`src/rtl/xnor_col_accum_if.sv`:
```
// Handshake bundle between the column bit-plane driver and the accumulator.
// The driver side presents planes. The accumulator side returns the result and status.
interface xnor_col_accum_if #(
  parameter int N_CELLS = 16,
  parameter int IN_BITS = 8,
  parameter int PC_W    = $clog2(N_CELLS + 1),
  parameter int ACC_W   = PC_W + IN_BITS + 1
);
  logic               start;
  logic               in_valid;
  logic               wl;
  logic [N_CELLS-1:0] vout;
  logic               busy;
  logic               out_valid;
  logic [ACC_W-1:0]   acc_out;
  logic               err;

  modport master (
    output start, in_valid, wl, vout,
    input  busy, out_valid, acc_out, err
  );

  modport slave (
    input  start, in_valid, wl, vout,
    output busy, out_valid, acc_out, err
  );
endinterface

```
`src/rtl/xnor_col_accum.sv`:
```
// Column-side bit-serial accumulator for the XNOR CIM array.
// Each accepted bit-plane is popcounted, and the popcount is registered.
// One cycle later the popcount is shift-accumulated MSB-first into a signed partial sum.
//
//   state | meaning
//   ------+--------------------------------------------------------------
//   IDLE  | waiting for start; in_valid ignored; result held
//   ACCUM | accepting planes (in_valid & !wl); last plane moves to FLUSH
//   FLUSH | final popcount accumulates on exit; out_valid follows
module xnor_col_accum #(
  parameter int N_CELLS   = 16,
  parameter int IN_BITS   = 8,
  parameter int SIGNED_IN = 1,
  parameter int PC_W      = $clog2(N_CELLS + 1),
  parameter int ACC_W     = PC_W + IN_BITS + 1
) (
  input logic              clk,
  input logic              rst,
  xnor_col_accum_if.slave  bus
);
  localparam int CNT_W = (IN_BITS > 1) ? $clog2(IN_BITS) : 1;
  localparam logic [CNT_W-1:0] LAST_PLANE = CNT_W'(IN_BITS - 1);

  typedef enum logic [1:0] {IDLE, ACCUM, FLUSH} state_t;

  state_t                   state, state_nxt;
  logic [CNT_W-1:0]         cnt;
  logic [PC_W-1:0]          pc, pc_r;
  logic                     stg_v, stg_first;
  logic signed [ACC_W-1:0]  acc, acc_nxt, pc_ext;
  logic                     err_r, out_valid_r, busy;
  logic                     start_ok, accept, collide, last;

  assign start_ok = (state == IDLE) && bus.start;
  assign accept   = (state == ACCUM) && bus.in_valid && !bus.wl;
  assign collide  = (state == ACCUM) && bus.in_valid && bus.wl;
  assign last     = (cnt == LAST_PLANE);

  // Popcount of the current column vector.
  always_comb begin
    pc = '0;
    for (int i = 0; i < N_CELLS; i++) begin
      pc = pc + PC_W'(bus.vout[i]);
    end
  end

  // Accumulate step. The MSB plane seeds the sum and carries negative weight in signed mode.
  always_comb begin
    pc_ext = $signed({{(ACC_W - PC_W){1'b0}}, pc_r});
    if (stg_first) begin
      acc_nxt = (SIGNED_IN != 0) ? -pc_ext : pc_ext;
    end else begin
      acc_nxt = (acc <<< 1) + pc_ext;
    end
  end

  // State register.
  always_ff @(posedge clk or posedge rst) begin
    if (rst) state <= IDLE;
    else     state <= state_nxt;
  end

  // Next-state logic.
  always_comb begin
    state_nxt = state;
    case (state)
      IDLE:    if (bus.start)      state_nxt = ACCUM;
      ACCUM:   if (accept && last) state_nxt = FLUSH;
      FLUSH:                       state_nxt = IDLE;
      default:                     state_nxt = IDLE;
    endcase
  end

  // FSM outputs.
  always_comb begin
    busy = (state != IDLE);
  end

  // Datapath: popcount register, plane counter, accumulator, sticky error, done pulse.
  always_ff @(posedge clk or posedge rst) begin
    if (rst) begin
      cnt         <= '0;
      pc_r        <= '0;
      stg_v       <= 1'b0;
      stg_first   <= 1'b0;
      acc         <= '0;
      err_r       <= 1'b0;
      out_valid_r <= 1'b0;
    end else begin
      out_valid_r <= (state == FLUSH);
      stg_v       <= accept;
      stg_first   <= accept && (cnt == '0);
      if (accept) begin
        pc_r <= pc;
      end
      if (start_ok) begin
        cnt   <= '0;
        acc   <= '0;
        err_r <= 1'b0;
      end else begin
        if (accept) cnt <= last ? '0 : cnt + 1'b1;
        if (stg_v)  acc <= acc_nxt;
        if (collide) err_r <= 1'b1;
      end
    end
  end

  assign bus.busy      = busy;
  assign bus.out_valid = out_valid_r;
  assign bus.acc_out   = acc;
  assign bus.err       = err_r;
endmodule

```
`src/flat_wrapper.sv`:
```
// flat-port wrapper written by rule: the top's interface ports become plain ports
module xnor_col_accum_flat 
#(
  parameter int N_CELLS   = 16,
  parameter int IN_BITS   = 8,
  parameter int SIGNED_IN = 1,
  parameter int PC_W      = $clog2(N_CELLS + 1),
  parameter int ACC_W     = PC_W + IN_BITS + 1
)
  (clk, rst, bus_start, bus_in_valid, bus_wl, bus_vout, bus_busy, bus_out_valid, bus_acc_out, bus_err);
  xnor_col_accum_if #(.N_CELLS(N_CELLS), .IN_BITS(IN_BITS), .PC_W(PC_W), .ACC_W(ACC_W)) bus_i ();
  input logic clk;
  input logic rst;
  input wire logic [$bits(bus_i.start)-1:0] bus_start;
  input wire logic [$bits(bus_i.in_valid)-1:0] bus_in_valid;
  input wire logic [$bits(bus_i.wl)-1:0] bus_wl;
  input wire logic [$bits(bus_i.vout)-1:0] bus_vout;
  output wire logic [$bits(bus_i.busy)-1:0] bus_busy;
  output wire logic [$bits(bus_i.out_valid)-1:0] bus_out_valid;
  output wire logic [$bits(bus_i.acc_out)-1:0] bus_acc_out;
  output wire logic [$bits(bus_i.err)-1:0] bus_err;
  assign bus_i.start = bus_start;
  assign bus_i.in_valid = bus_in_valid;
  assign bus_i.wl = bus_wl;
  assign bus_i.vout = bus_vout;
  assign bus_busy = bus_i.busy;
  assign bus_out_valid = bus_i.out_valid;
  assign bus_acc_out = bus_i.acc_out;
  assign bus_err = bus_i.err;
  xnor_col_accum #(.N_CELLS(N_CELLS), .IN_BITS(IN_BITS), .SIGNED_IN(SIGNED_IN), .PC_W(PC_W), .ACC_W(ACC_W)) u_core (.clk(clk), .rst(rst), .bus(bus_i));
endmodule
```
`config.mk`:
```
export PLATFORM = sky130hd
export DESIGN_NAME = xnor_col_accum_flat
export DESIGN_NICKNAME = d
export VERILOG_FILES = /design/src/rtl/xnor_col_accum_if.sv /design/src/rtl/xnor_col_accum.sv /design/src/flat_wrapper.sv
export SDC_FILE = /design/constraint.sdc
export NUM_CORES = 1
export LEC_CHECK = 0
export ABC_AREA = 1
export CAP_MARGIN = 20
export CELL_PAD_IN_SITES_DETAIL_PLACEMENT = 1
export CELL_PAD_IN_SITES_GLOBAL_PLACEMENT = 1
export CORE_MARGIN = 3
export CORE_UTILIZATION = 39
export DETAILED_ROUTE_END_ITERATION = 10
export GPL_TIMING_DRIVEN = 0
export PLACE_DENSITY = 0.83
export SETUP_SLACK_MARGIN = 0.02
export SLEW_MARGIN = 20
export SYNTH_ARGS = -nofsm -noshare
export SYNTH_HDL_FRONTEND = slang
export SYNTH_SLANG_ARGS = --single-unit
```
`constraint.sdc`:
```
create_clock -name clk -period 2.25 [get_ports clk]
set_input_delay 0.45 -clock clk [delete_from_list [all_inputs] [get_ports clk]]
set_output_delay 0.45 -clock clk [all_outputs]
set_load 0.005 [all_outputs]
```
==> key figures <==
Finish
  – Number of diodes: 0
  – Syn-to-layout area delta: 28.4%
  – Final core utilization: 52.8%
  – # fillers: 661
  – Final non-filler cell total: 390
  – Final #Nets: 367
  – Layout cells sized above 1: 13.4%

Setup path
  – Slowest stage cell on the critical path: fa_1
  – CP endpoint kind: flip-flop
  – WP depth: 14
  – Crit path kind: input port to flip-flop
  – Max incr delay on CP: 0.51 ns
  – CP Cell Sequence: buf_6 > ha_4 > inv_2 > fa_1 > fa_1 > fa_1 > fa_1 > inv_2 > fa_2 > fa_2 > nand2_2 > inv_2 > o211ai_1 > o21ai_1
  – R2R cell count: 10
  – Most common cell type on the critical path: fa_1
  – Crit Path Max Fanout: 2
  – Worst EP arrival: 3.90 ns
  – Critical path's top delay family: adder cells
  – Worst setup startpoint: bus_vout[1]
  – Bufs and invs on worst path: 4
  – R2r setup slk: 0.23 ns
  – Reg2reg end: u_core.bus.acc_out[13]$_DFFE_PP0P_
  – Required time worst endpoint: 2.42 ns
  – Critical path launch point type: input port
  – Reg-to-reg startpoint: u_core.bus.acc_out[0]$_DFFE_PP0P_
  – Critical Path End: u_core.pc_r[4]$_DFFE_PP0P_

Global routing
  – Grt total ovfl: 0
  – GRT Total Usage: 18.7%
  – Global-route wire length before repair: 9470 um
  – Initial antenna violation count: 0
  – Pin count of the biggest net entering global routing: 17
  – Vias in the first global route: 2045

Detailed routing
  – Antenna viol nets, final: 0
  – Total number of vias: 1898
  – Vias/cell: 4.87
  – DRC errors left: 0
  – TritonRoute pass-1 iters: 4
  – DR WL/cell: 14.1 um
  – Number of DRC markers in iteration 0: 92
  – Final Routed Wirelength: 5510 um

Timing
  – Final worst path period share: 166%
  – Final max-slew violation count: 0
  – WHS: 0.486 ns
  – Setup-failing EPs final: 5
  – Fmax achieved: 0.268 GHz
  – Worst Tran Pin Value: 0.598 ns
  – Hold Vio Cnt, Final: 0
  – Worst Slack Setup Final: -1.48 ns
  – Period minus WS final: 3.73 ns
  – Worst clock skew: 0.0108 ns
  – Max_slew headroom: 60.1%
  – RSZ-0062 raised after global routing: true

Clock tree
  – Clock Latency Late Sink: 0.28 ns
  – TritonCTS Buffers: 3
  – Clock buffer depth: 2
  – Clk slew on worst S/H paths: 0.11 ns
  – Clock Tree Root: clkbuf_8
  – H-Tree Depth: 1
  – CTS tree: yes
  – Num Clock Sinks: 28
  – Hold-fix buffers, CTS: 0

Synthesis
  – Ys Warns: 0
  – EDFF count, synth: 0
  – Largest cells by area after synthesis: dfrtp_1 33%, nand2_1 12%, fa_1 10%, inv_1 9.5%, ha_1 8.2%
  – Synth Net Count: 322
  – Sequential-to-total area share from yosys stat: 32.7%
  – Synth top area share: 32.7%
  – FF+latch count, synth: 28
  – Synth cell types: 28
  – FFs w/ async S/R, synth: 100%
  – Synthesized area: 0.00214 sq mm
  – Synthesized area per cell: 7.75 sq um
  – Top-count cell post-synth: nand2_1
  – Mapped Cells: 276
  – Synth area leader: dfrtp_1
  – Top post-synthesis cells by count: 66 x nand2_1, 54 x inv_1, 28 x dfrtp_1
  – Primary FF master, synth: dfrtp_1

Status
  – Outcome: finished with violations
  – Failing checks: negative setup slack

Die
  – Die width: 80.1 um
  – CORE AREA: 0.00520 sq mm
  – Die area: 0.00641 sq mm
  – Site row count: 26
  – Initial Util: 41.1%
  – Die H: 80.1 um
  – I/O pin count: 38

Hold path
  – Hold Path Class: flip-flop to flip-flop

Power
  – Power Dens Cells: 1090 mW/mm^2
  – Worst vdd ir: 0.516 mV
  – LEAKAGE: 1.37 nW

Placement
  – Inst Count DP: 384
  – RD Place Congestion: 0.771
  – DP Wirelength: 4370 um
  – Port Buffer Count: 37

Run
  – Max-cap viol count: 0
[cell families after synthesis]
group	after synthesis	synth area share, %
AOI/OAI and AO/OA	30	8.48
xor gates and xnor gates	3	1.23
adders and majority gates	25	18.5
buffers and inverters	60	11.8
DFF	28	32.7
muxes	1	0.468
and+or+nand+nor	129	26.8
[stage by stage]
step	TNS, ns	area [sq um]	setup slack [ns]	power [mW]
2_1_floorplan	-6.54	2160	-1.50	1.87
3_3_place_gp	-9.57	2620	-2.12	2.41
3_5_place_dp	-9.96	2640	-2.19	2.50
4_1_cts	-7.34	2720	-1.66	2.96
5_1_grt	-6.97	2750	-1.56	3.31
6_report	-6.62	2750	-1.48	3.00
[flip-flops by register name, summed over array words and instances, names as in the netlist]
register / count
u_core.bus.acc_out: 14
u_core.pc_r: 5
u_core.cnt: 3
u_core.state: 2
u_core.bus.err: 1
u_core.bus.out_valid: 1
u_core.stg_first: 1
u_core.stg_v: 1
[where the power goes]
part	internal (mW)	switching, mW
combinational	0.777	0.919
clock	0.239	0.168
sequential	0.688	0.205
[cell type report]
| class | count | area [sq um] | area share, % |
|---|---|---|---|
| Clock inverter | 1 | 30.0 | 1.09 |
| Tap cell | 70 | 87.6 | 3.19 |
| Timing Repair Buffer | 40 | 413 | 15.0 |
| Clock buffer | 3 | 41.3 | 1.50 |
| Sequential cell | 28 | 701 | 25.5 |
| Multi-Input combinational cell | 188 | 1220 | 44.5 |
| Inverter | 56 | 210 | 7.65 |
| Buffer | 4 | 41.3 | 1.50 |
[per-layer routing]
metal | global-route usage [%] | routed length [um] | part of all wire (%) | up-vias
met4 | 3.55 | 50 | 0.91 | 0
li1 | - | - | - | 942
met5 | 0 | 0 | 0 | -
met2 | 33.2 | 2780 | 50 | 31
met3 | 1.46 | 141 | 2.6 | 5
met1 | 25.1 | 2540 | 46 | 920
[what timing repair did]
action,4_1_cts,5_1_grt
setup buffers,1,1
setup endpoints to repair,5,5
resized for setup,19,5
pin swaps,11,11
[worst min-delay path by stage]
| stage | startpoint | endpoint | slack, ns | depth (start not counted) |
|---|---|---|---|---|
| 2_1_floorplan | u_core.state[0]$_DFFE_PP0P_ | u_core.bus.out_valid$_DFF_PP0_ | 0.44 | 1 |
| 3_3_place_gp | u_core.state[0]$_DFFE_PP0P_ | u_core.bus.out_valid$_DFF_PP0_ | 0.46 | 1 |
| 3_5_place_dp | u_core.state[0]$_DFFE_PP0P_ | u_core.bus.out_valid$_DFF_PP0_ | 0.46 | 1 |
| 4_1_cts | u_core.state[0]$_DFFE_PP0P_ | u_core.bus.out_valid$_DFF_PP0_ | 0.48 | 1 |
| 5_1_grt | u_core.state[0]$_DFFE_PP0P_ | u_core.bus.out_valid$_DFF_PP0_ | 0.50 | 1 |
| 6_report | u_core.state[0]$_DFFE_PP0P_ | u_core.bus.out_valid$_DFF_PP0_ | 0.49 | 1 |
[cell usage in the layout (no fill, tap or decap), types with 2 or more instances in the layout]
cell | Yosys | final
fa_2 | 0 | 2
nand2_1 | 66 | 64
nand3_2 | 1 | 2
ha_1 | 14 | 13
buf_6 | 2 | 5
fa_1 | 11 | 9
nor2_1 | 21 | 21
nand2_2 | 4 | 6
nor2_4 | 3 | 3
nand4_1 | 2 | 2
o21ai_0 | 12 | 9
xor2_1 | 2 | 2
clkdlybuf4s50_1 | 0 | 30
nand3_1 | 27 | 26
clkbuf_8 | 1 | 4
inv_2 | 2 | 7
inv_1 | 54 | 49
dfrtp_1 | 28 | 28
nor2_2 | 5 | 5
a21oi_1 | 5 | 5
dlygate4sd2_1 | 0 | 5
o21ai_1 | 7 | 10
No activity file was read; power rests on OpenSTA's default activity.
==> RTL change (config.mk and constraints unchanged) <==
`SIGNED_IN` is set to 1 in 2 places; all go to 0.
--- a/src/rtl/xnor_col_accum.sv
+++ b/src/rtl/xnor_col_accum.sv
@@ -11,5 +11,5 @@
   parameter int N_CELLS   = 16,
   parameter int IN_BITS   = 8,
-  parameter int SIGNED_IN = 1,
+  parameter int SIGNED_IN = 0,
   parameter int PC_W      = $clog2(N_CELLS + 1),
   parameter int ACC_W     = PC_W + IN_BITS + 1
--- a/src/flat_wrapper.sv
+++ b/src/flat_wrapper.sv
@@ -4,5 +4,5 @@
   parameter int N_CELLS   = 16,
   parameter int IN_BITS   = 8,
-  parameter int SIGNED_IN = 1,
+  parameter int SIGNED_IN = 0,
   parameter int PC_W      = $clog2(N_CELLS + 1),
   parameter int ACC_W     = PC_W + IN_BITS + 1
Behaviour: not the same (Yosys sat finds a counterexample within 4 cycles, from zero or initial values and one cycle with rst high).
==> RTL change against the unedited design <==
The flow still finishes with violations (negative setup slack). Setup slack improved by 25 ps. Design area is 7.9% lower. Area after synthesis down 8.3%. Power decreased by 15%. Via count shrank 9.7%. Sequential cell count stayed put. Wire length decreased by 7.9%. Synthesized cell count is 13% lower. Highest routed layer unchanged.
==> RTL change: results (changes against the unedited design) <==
| Metric | Value |
|---|---|
| Max VDD drop | `0.514 mV (-0.36%)` |
| Fin Clk Skew | `8.14 ps (-2.68 ps)` |
| Reg2reg setup slack | `440 ps (+210 ps)` |
| Register-to-Register Path Depth | `9 (-1)` |
| First-pass GRT wire length | `8880 um (-6.2%)` |
| CP startpoint | `bus_vout[0]` |
| Iteration-0 DRC Markers | `50 (-46%)` |
| Sequential element share of the synthesized area | `35.7% (+3.0 points)` |
| GP Congestion | `0.786 (+2.0%)` |
| Slew HR | `58.8% (-1.3 points)` |
| Initial antenna violation count | `0 (unchanged)` |
| Final worst-path setup slack | `-1460 ps (+24.6 ps)` |
| Dpl cells | `345 (-10%)` |
| DRT Pass-1 Iters | `4 (unchanged)` |
| Largest net degree at the start of global routing | `29 (+12)` |
| Critical Path AT | `3890 ps (about the same)` |
| Worst-Skew Late Latency | `290 ps` |
| Total track usage | `18.6% (-0.17 points)` |
| Synth cell count leaders | `nand2_1 (54), inv_1 (48), dfrtp_1 (28), nand3_1 (22)` |
| Slowest-stage cell, CP | `fa_1` |
| Avg Cell Area, Syn | `8.14 um^2 (+5.0%)` |
| Status | `finished with violations` |
| Pleak | `1.24 nW (-9.3%)` |
| Max clock buf depth | `2 (unchanged)` |
| Routed vias | `1,713 (-9.7%)` |
| Worst flop-to-flop path startpoint | `u_core.pc_r[1]` |
| Fill cell count | `608 (-8.0%)` |
| Ys Warns | `0 (unchanged)` |
| Hold Path Sink | `u_core.bus.out_valid` |
| Post-synthesis net count | `285 (-11%)` |
| Setup tns final | `-6730 ps (-110 ps)` |
| Peak Freq | `0.270 GHz (+0.66%)` |
| Crit path max fanout | `2 (unchanged)` |
| Top cells by area, synth | `dfrtp_1 (36%), fa_1 (11%), nand2_1 (10%), inv_1 (9.2%), ha_1 (7.7%)` |
| Routed WL | `5080 um (-7.9%)` |
| Layout Nets | `328 (-11%)` |
| WHS | `466 ps (-19.4 ps)` |
| DR WL/cell | `14.5 um (+2.6%)` |
| Library cells used by synthesis | `30 (+7.1%)` |
| Failing checks | `negative setup slack` |
| Max FFs per register | `14 (unchanged)` |
| Hold wc startpoint | `u_core.state[0]` |
| Via count of the first global-routing pass | `1,879 (-8.1%)` |
| Post-DP HPWL | `4040 um (-7.6%)` |
| Endpoints failing setup | `5 (unchanged)` |
| Layout cell share with drive strength beyond 1 | `14.1% (+0.70 points)` |
[RTL change: repair_timing]
item                                    4_1_cts  5_1_grt
gates resized for setup                      19        2
pin swaps                                    12        4
endpoints found under the setup margin        5        5
buffers inserted                              1        0
[RTL change: worst max path at each step]
stage                     endpoint  slack, ps  cells after the start
floorplan           u_core.pc_r[3]      -1540                     15
global placement    u_core.pc_r[3]      -2140                     16
detailed placement  u_core.pc_r[3]      -2210                     16
CTS                 u_core.pc_r[3]      -1500                     16
global route        u_core.pc_r[3]      -1570                     16
finish              u_core.pc_r[3]      -1460                     16
[RTL change: area by class of cell]
cell class                 instances  share of cell area, %
buffer                             2                  0.593
clock buffer                       3                   1.63
clock inverter                     1                   1.19
inverter                          52                   7.91
multi-input combinational        159                   42.9
sequential                        28                   27.7
tap                               67                   3.31
timing repair buffer              38                   14.8
[RTL change: critical path: cells and delay by family]
kind / cells / cell delay (ps)
and+or+nand+nor: 3 / 360
adders and majority gates: 6 / 2550
buffers and inverters: 5 / 260
AOI/OAI and AO/OA: 2 / 260
[RTL change: logic make-up after synthesis]
logic type               Yosys count  synth area share [%]
flip-flops                        28                  35.7
AO/OA/AOI/OAI                     28                  8.29
multiplexers                       1                 0.510
buffers and inverters             54                  11.0
XOR/XNOR                           1                 0.447
adder cells (fa/ha/maj)           23                  18.9
AND/OR/NAND/NOR                  106                  25.2
[RTL change: metrics by stage]
stage / utilization, % / worst slack [ps] / area (um^2)
finish: 52.9 / -1460 / 2530
global route: 52.9 / -1570 / 2530
CTS: 52.7 / -1500 / 2520
detailed placement: 50.9 / -2210 / 2440
global placement: 50.9 / -2140 / 2440
floorplan: - / -1540 / 1980
[RTL change: power by group]
group	switching, W	leakage (nW)	internal (W)
Clock	0.000175	0.0357	0.000239
Combinational	0.000680	0.843	0.000633
Sequential	0.000165	0.364	0.000660
Total	0.00102	1.24	0.00153
[RTL change: metal layers]
layer,up-vias,share of wire [%],GRT usage [%]
li1,833,-,-
met1,851,39,19.9
met2,22,58,37.7
met3,7,2.4,2.82
met4,0,1.0,3.44
met5,-,0,0
